--- config.mk ---
export PLATFORM = sky130hd
export DESIGN_NAME = alu_decode
export DESIGN_NICKNAME = d
export VERILOG_FILES = /design/src/rtl/alu_decode.sv
export SDC_FILE = /design/constraint.sdc
export NUM_CORES = 1
export LEC_CHECK = 0
export ABC_AREA = 0
export BUFFER_PORTS_ARGS = -buffer_cell sky130_fd_sc_hd__clkbuf_2
export CORE_AREA = 2 2 80 158
export CTS_CLUSTER_DIAMETER = 60
export DETAILED_ROUTE_END_ITERATION = 6
export DIE_AREA = 0 0 82 160
export PLACE_DENSITY = 0.83
export SLEW_MARGIN = 20
export SYNTH_ARGS = -nofsm -noshare
export SYNTH_HDL_FRONTEND = slang
export SYNTH_SLANG_ARGS = --single-unit
--- constraint.sdc ---
create_clock -name clk -period 2.25 [get_ports clk]
set_input_delay 0.225 -clock clk [delete_from_list [all_inputs] [get_ports clk]]
set_output_delay 0.225 -clock clk [all_outputs]
set_load 0.05 [all_outputs]
--- src/rtl/alu_decode.sv ---
// RV32I OP / OP-IMM / LUI decoder that feeds the ALU through a registered 2-entry skid buffer.
// Define ALU_DECODE_ILLEGAL_EN to enable illegal-encoding detection; otherwise out_illegal is tied to 0.
module alu_decode #(
  parameter int unsigned WIDTH = 32
) (
  input  logic             clk,
  input  logic             rst,
  input  logic             in_valid,
  output logic             in_ready,
  input  logic [31:0]      in_instr,
  input  logic [WIDTH-1:0] in_rs1_val,
  input  logic [WIDTH-1:0] in_rs2_val,
  output logic             out_valid,
  input  logic             out_ready,
  output logic [WIDTH-1:0] out_a,
  output logic [WIDTH-1:0] out_b,
  output logic [2:0]       out_op,
  output logic             out_alt,
  output logic [4:0]       out_rd,
  output logic             out_illegal
);

  localparam logic [6:0] OPC_OP     = 7'b0110011;
  localparam logic [6:0] OPC_OP_IMM = 7'b0010011;
  localparam logic [6:0] OPC_LUI    = 7'b0110111;

  typedef struct packed {
    logic [WIDTH-1:0] a;
    logic [WIDTH-1:0] b;
    logic [2:0]       op;
    logic             alt;
    logic [4:0]       rd;
    logic             illegal;
  } entry_t;

  typedef enum logic [1:0] {
    OCC_EMPTY = 2'd0,
    OCC_ONE   = 2'd1,
    OCC_FULL  = 2'd2
  } occ_e;

  occ_e   occ_q, occ_d;
  entry_t head_q, head_d;
  entry_t tail_q, tail_d;
  logic   in_ready_q;
  entry_t dec;
  logic   acc, rel;

  logic [6:0]       opcode;
  logic [2:0]       funct3;
  logic             is_shift;
  logic [WIDTH-1:0] imm_i, imm_sh, imm_u;

  assign opcode   = in_instr[6:0];
  assign funct3   = in_instr[14:12];
  assign is_shift = (funct3 == 3'b001) || (funct3 == 3'b101);
  assign imm_i    = {{(WIDTH-12){in_instr[31]}}, in_instr[31:20]};
  assign imm_sh   = WIDTH'(in_instr[24:20]);
  assign imm_u    = WIDTH'({in_instr[31:12], 12'b0});

  always_comb begin
    dec         = '0;
    dec.rd      = in_instr[11:7];
    dec.op      = funct3;
`ifdef ALU_DECODE_ILLEGAL_EN
    case (opcode)
      OPC_OP: begin
        dec.a       = in_rs1_val;
        dec.b       = in_rs2_val;
        dec.alt     = in_instr[30];
        dec.illegal = !((in_instr[31:25] == 7'b0000000) ||
                        ((in_instr[31:25] == 7'b0100000) &&
                         ((funct3 == 3'b000) || (funct3 == 3'b101))));
      end
      OPC_OP_IMM: begin
        dec.a = in_rs1_val;
        if (is_shift) begin
          dec.b       = imm_sh;
          dec.alt     = (funct3 == 3'b101) && in_instr[30];
          dec.illegal = !((in_instr[31:25] == 7'b0000000) ||
                          ((in_instr[31:25] == 7'b0100000) && (funct3 == 3'b101)));
        end else begin
          dec.b = imm_i;
        end
      end
      OPC_LUI: begin
        dec.b  = imm_u;
        dec.op = 3'b000;
      end
      default: dec.illegal = 1'b1;
    endcase
    // Illegal entries keep only rd so the slot still retires in order downstream.
    if (dec.illegal) begin
      dec.a   = '0;
      dec.b   = '0;
      dec.op  = 3'b000;
      dec.alt = 1'b0;
    end
`else
    case (opcode)
      OPC_OP: begin
        dec.a   = in_rs1_val;
        dec.b   = in_rs2_val;
        dec.alt = in_instr[30];
      end
      OPC_LUI: begin
        dec.b  = imm_u;
        dec.op = 3'b000;
      end
      default: begin
        // Unknown opcodes fall through to OP-IMM non-shift handling.
        dec.a = in_rs1_val;
        if ((opcode == OPC_OP_IMM) && is_shift) begin
          dec.b   = imm_sh;
          dec.alt = in_instr[30];
        end else begin
          dec.b = imm_i;
        end
      end
    endcase
`endif
  end

  always_ff @(posedge clk) begin
    if (rst) begin
      occ_q      <= OCC_EMPTY;
      in_ready_q <= 1'b0;
      head_q     <= '0;
      tail_q     <= '0;
    end else begin
      occ_q      <= occ_d;
      in_ready_q <= (occ_d != OCC_FULL);
      head_q     <= head_d;
      tail_q     <= tail_d;
    end
  end

  assign acc = in_valid && in_ready_q;
  assign rel = out_valid && out_ready;

  always_comb begin
    occ_d  = occ_q;
    head_d = head_q;
    tail_d = tail_q;
    case (occ_q)
      OCC_EMPTY: begin
        if (acc) begin
          head_d = dec;
          occ_d  = OCC_ONE;
        end
      end
      OCC_ONE: begin
        if (acc && rel) begin
          head_d = dec;
        end else if (acc) begin
          tail_d = dec;
          occ_d  = OCC_FULL;
        end else if (rel) begin
          occ_d = OCC_EMPTY;
        end
      end
      OCC_FULL: begin
        if (rel) begin
          head_d = tail_q;
          occ_d  = OCC_ONE;
        end
      end
      default: occ_d = OCC_EMPTY;
    endcase
  end

  always_comb begin
    out_valid   = (occ_q != OCC_EMPTY);
    in_ready    = in_ready_q;
    out_a       = head_q.a;
    out_b       = head_q.b;
    out_op      = head_q.op;
    out_alt     = head_q.alt;
    out_rd      = head_q.rd;
    out_illegal = head_q.illegal;
  end

endmodule
After elaboration in Yosys (flattened, before gate mapping)
Cells that the tools add are included.

word-level totals
  register bits = 150
  output and inout bits = 76

cells by class
  multiplexer cells = 16
  equal/unequal tests = 11
  bitwise logic cells = 1
  reduce and logical (&&, ||, !) cells = 10

operators with widths
  cell                                                              number
  74-bit 2-to-1 mux                                                 3
  74-bit one-hot mux with 3 select lines                            1
  32-bit 2-to-1 mux                                                 2
  32-bit one-hot mux with 2 select lines                            1
  7-bit by 6-bit == test with 1-bit output (second input constant)  2
  2-bit 2-to-1 mux                                                  5
  2-bit inequality test (second input constant)                     4
  7-bit by 5-bit == test with 1-bit output (second input constant)  1
  2-bit one-hot mux with 3 select lines                             1
  1-bit logical AND                                                 4
  4-bit AND reduction                                               1
  3-bit by 1-bit == test with 1-bit output (second input constant)  1
  3-bit == test (second input constant)                             1
  3-bit 2-to-1 mux                                                  1
  3-bit AND reduction                                               1
  3-bit nonzero test                                                1
  2-bit by 1-bit == test with 1-bit output (second input constant)  1
  2-bit == test (second input constant)                             1
  2-bit zero test                                                   1
  1-bit one-hot mux with 2 select lines                             1
  2-bit nonzero test                                                1
  1-bit logical OR                                                  1
  1-bit 2-to-1 mux                                                  1
  1-bit NOT                                                         1

Logic depth before layout (Yosys ltp)
  word-level depth = 7
  gate-level depth with buffers = 7
  depth with buffers taken out = 4

Worst setup path before layout
No wires, ideal clock.

  path kind = reg-to-reg
  start point = register in_ready_q, in the netlist in_ready
  end point = register tail_q[53] (netlist bit)
  required time = 2.185 ns
  path slack = 0.446 ns
  clock period less this slack = 1.804 ns
  cell stages (with the launch flop) = 8
  setup time = 0.065 ns
  path buffers = 3
  arrival = 1.739 ns
  cells stage by stage = dfxtp_1 > and3b_1 > buf_4 > buf_2 > clkbuf_1 > nand3_1 > a2bb2oi_1 > nor2_1

on the way
  longest elaborated chain between the ends = 4

ends and longest elaborated chain
  what                               line  source
  start, declared                    45    logic in_ready_q;
  start signal, assigned             132   in_ready_q <= (occ_d != OCC_FULL);
  1-bit logical AND (*)              138   assign acc = in_valid && in_ready_q;
  1-bit logical AND                  153   if (acc && rel) begin
  1-bit NOT (no line)                --
  3-bit AND reduction (no line) (*)  --
  end signal, assigned               134   tail_q <= tail_d;
  end, declared                      44    entry_t tail_q, tail_d;

Mark *: on every way between the ends. The rest lies on a longest branch, timed or not.
A chain may end at the register's enable or synchronous reset.

Worst setup path in the final report
  start point = register occ_q[1]
  end point = register head_q (netlist bit out_a[12])

on the way
  longest elaborated chain between the ends = 5
  elaborated cells on any way between the ends = 12
  classes of those cells = eq/ne (5); mux (1); reduce/logical (6)

ends and longest elaborated chain
  what                             line  source
  start, declared                  42    occ_e occ_q, occ_d;
  start signal, assigned           126   occ_q <= OCC_EMPTY;
  start signal, assigned           131   occ_q <= occ_d;
  2-bit nonzero test               173   out_valid = (occ_q != OCC_EMPTY);
  1-bit logical AND                139   assign rel = out_valid && out_ready;
  1-bit logical AND                153
  2-bit inequality test (no line)  --
  4-bit AND reduction (no line)    --
  end signal, assigned             128   head_q <= '0;
  end signal, assigned             133   head_q <= head_d;
  end, declared                    43    entry_t head_q, head_d;

Parallel ways exist; a longest one is shown, timed or not.

==> results.sh <==
export IMPL_wire_per_inst_um=17.6
export IMPL_grt_busiest_layer="met2"
export IMPL_drt_iter0_markers=516
export IMPL_end_kind="flip-flop"
export IMPL_fmax_ghz=0.525
export IMPL_timing_rr_start="occ_q[1]"
export IMPL_post_route_cell_area_mm2=0.00822
export IMPL_critPathKind="reg -> reg"
export IMPL_routed_wl_um=18700
export IMPL_hold_path_startpoint="in_instr[10]"
export IMPL_synth_distinct_cells=43
export IMPL_use_met1_pct=38.2
export IMPL_whs_ns=0.0501
export IMPL_firstDrtPassIters=5
export IMPL_fin_ws_ns=0.347
export IMPL_period_share_pct=84.6
export IMPL_cts_sinks=149
export IMPL_drive_gt1_share_pct=29.5
export IMPL_r2r_end="out_a[12]"
export IMPL_antenna_found_initial=0
export IMPL_antenna_left=0
export IMPL_r2r_slack_ns=0.35
export IMPL_placedInstanceArea_mm2=0.00756
export IMPL_powerDensity_mw_per_mm2=844
export IMPL_final_seq_area_mm2=0.00298
export IMPL_grt_start_max_net_pins=76
export IMPL_cts_hold_buffers=0
export IMPL_hold_depth=3
export IMPL_holdCritPathClass="in -> reg"
export IMPL_grt_use_met2_pct=44.6
export IMPL_synth_cells=764
export IMPL_h_tree_depth=4
export IMPL_boundaryPins=176
export IMPL_n_fill_cell=998
export IMPL_placed_cells=1026
export IMPL_crit_required_ns=2.55
export IMPL_maxCapViolCount=0
export IMPL_vias=6526
export IMPL_grt_overflow_total=0
export IMPL_grtUsageTotal_pct=28.6
export IMPL_synth_seq_area_share_pct=45.0
export IMPL_place_congestion=0.878
export IMPL_drv_slew=0
export IMPL_grt_pass1_wl_um=30100
export IMPL_vias_per_cell=6.17
export IMPL_crit_arrival_ns=2.20
export IMPL_finalSetupViolations=0
export IMPL_syn2layout_area_growth_pct=23.9
export IMPL_die_w_um=82
export IMPL_portBuffers=174
export IMPL_rows=57
export IMPL_grt_use_met3_pct=6.84
export IMPL_cp_start_kind="flip-flop"
export IMPL_final_setup_tns_ns=0
export IMPL_p_leak_nw=3.40
export IMPL_final_cell_mix="clkbuf_2 (173), dfxtp_1 (149), nor2_1 (123)"
export IMPL_min_period_ns=1.90
export IMPL_rsz0062_at_grt="false"
export IMPL_cts_tree="built"
export IMPL_reg2reg_depth=6
export IMPL_status="finished, final reports clean"
export IMPL_die_h_um=160
export IMPL_postSynthAreaPerCell_um2=8.68
export IMPL_grt_pass1_vias=6285
export IMPL_synth_nets=864
export IMPL_holdPathEnd="tail_q[4]"
export IMPL_ys_warn_count=0
export IMPL_hold_viol=0
export IMPL_cts_clk_slew_worst_paths_ns=0.06
export IMPL_insertion_delay_ns=0.41
export IMPL_layout_commonest_cell="clkbuf_2"
export IMPL_cts_buffers=17
export IMPL_maxSlewHeadroom_pct=46.4
export IMPL_drc=0
export IMPL_layout_cells_non_filler=1058
export IMPL_die_area_mm2=0.0131
export IMPL_dpl_hpwl_um=11900
export IMPL_tightest_slew_ns=0.804
export IMPL_finalClockSkew_ns=0.00830
export IMPL_post_place_ws_ns=0.166
export IMPL_nets=998
export IMPL_multi_input_area_mm2=0.00326
export IMPL_core_mm2=0.0120
export IMPL_n_antenna_cell=0
export IMPL_netlist_area_mm2=0.00663
export IMPL_clock_path_buffers=2
export IMPL_path_max_fanout=56
export IMPL_cts_root_buf="clkbuf_16"
export IMPL_start_util_pct=55.4
export IMPL_ys_ff_latch=149
export IMPL_ir_drop_uv=653
## layer usage
metal	up-vias	share of wire, %	wire, µm
met1	3076	41	7630
li1	3075	-	-
met3	37	8.3	1560
met4	0	2.1	394
met2	338	49	9070
met5	-	0	0
## cell type report
class | count | share of cell area (%)
Timing Repair Buffer | 197 | 13.5
Clock inverter | 13 | 2.38
Sequential cell | 149 | 36.3
Clock buffer | 19 | 5.51
Inverter | 9 | 0.411
Tap cell | 147 | 2.24
Multi-Input combinational cell | 524 | 39.7
## through the flow
stage                     utilization (%)  power, mW
final                                68.6       6.94
after global routing                 68.6       7.16
after CTS                            68.5       6.95
after detailed placement             63.1       3.90
after global placement               63.1       3.89
after floorplan                         -       3.60
## state kept, by name (all words and copies together) (netlist names)
register	flops
out_a	32
occ_q	2
out_op	3
out_rd	5
out_b	32
out_alt	1
in_ready	1
tail_q	73
## where the power goes
part | switching, mW | leakage [nW] | internal (mW) | total, mW
sequential | 0.0699 | 1.21 | 2.76 | 2.83
clock | 1.15 | 0.307 | 1.93 | 3.08
combinational | 0.725 | 1.88 | 0.305 | 1.03
## how the worst max path moves through the flow
stage | from | endpoint | slack [ns]
floorplan | in_ready | tail_q[53] | 0.45
global placement | occ_q[1] | out_a[27] | 0.30
detailed placement | occ_q[1] | out_op[0] | 0.17
CTS | occ_q[1] | out_op[0] | 0.17
global route | occ_q[1] | out_a[12] | 0.18
finish | occ_q[1] | out_a[12] | 0.35
## Yosys cell counts
| cell type | n | area, µm² |
|---|---|---|
| a2bb2oi_1 | 35 | 307 |
| clkinv_1 | 1 | 3.75 |
| nand2b_2 | 1 | 8.76 |
| o22a_1 | 1 | 8.76 |
| nand2b_1 | 3 | 18.8 |
| clkbuf_1 | 29 | 109 |
| dfxtp_1 | 149 | 2980 |
| nor3_2 | 3 | 30.0 |
| o211ai_2 | 1 | 12.5 |
| nor3_1 | 53 | 265 |
| buf_1 | 3 | 11.3 |
| a41oi_4 | 1 | 27.5 |
| o21ai_0 | 20 | 100 |
| a22oi_4 | 1 | 21.3 |
| conb_1 | 1 | 3.75 |
| nand3b_1 | 12 | 90.1 |
| a21oi_1 | 11 | 55.1 |
| and4_1 | 6 | 52.6 |
| clkbuf_2 | 1 | 5.00 |
| nor2_1 | 123 | 462 |
| or2_2 | 1 | 6.26 |
| o41ai_2 | 4 | 65.1 |
| nor2b_1 | 3 | 18.8 |
| o41ai_1 | 8 | 70.1 |
| a2111oi_0 | 1 | 8.76 |
| nor3b_1 | 1 | 7.51 |
| a311oi_1 | 5 | 43.8 |
| mux2i_1 | 1 | 10.0 |
| and4b_1 | 1 | 10.0 |
| a22o_1 | 1 | 8.76 |
| nand3_1 | 36 | 180 |
| mux2_2 | 20 | 225 |
| nor2b_2 | 1 | 8.76 |
| buf_2 | 43 | 215 |
| nand2_1 | 66 | 248 |
| a211oi_1 | 45 | 338 |
| a221oi_2 | 1 | 15.0 |
| buf_4 | 6 | 45.0 |
| or3b_1 | 1 | 8.76 |
| nand4b_2 | 1 | 15.0 |
| inv_1 | 8 | 30.0 |
| and3b_1 | 1 | 8.76 |
| a221oi_1 | 54 | 473 |
## worst max-delay path, stage by stage (launching register included)
cell and delay, ns:
dfxtp_1 0.42, nor2b_4 0.22, buf_12 0.29, a22oi_4 0.13
buf_4 0.29, a221oi_1 0.31, nor3_1 0.09
## cell families (layout without fill, tap and decap cells)
kind of cell / after synthesis / count (layout) / synth area share (%)
other: 1 / 1 / 0.0565
muxes: 21 / 21 / 3.55
AOI/OAI and AO/OA: 189 / 189 / 23.4
DFF: 149 / 149 / 45.0
and+or+nand+nor: 313 / 313 / 21.7
buffers and inverters: 91 / 238 / 6.32
## repair_timing
item                       in CTS  in global routing
hold endpoints to repair        0                  0
setup endpoints to repair       0                  1
buffers inserted                0                  0
resized for setup               0                  1
No activity file was read; power rests on OpenSTA's default activity.
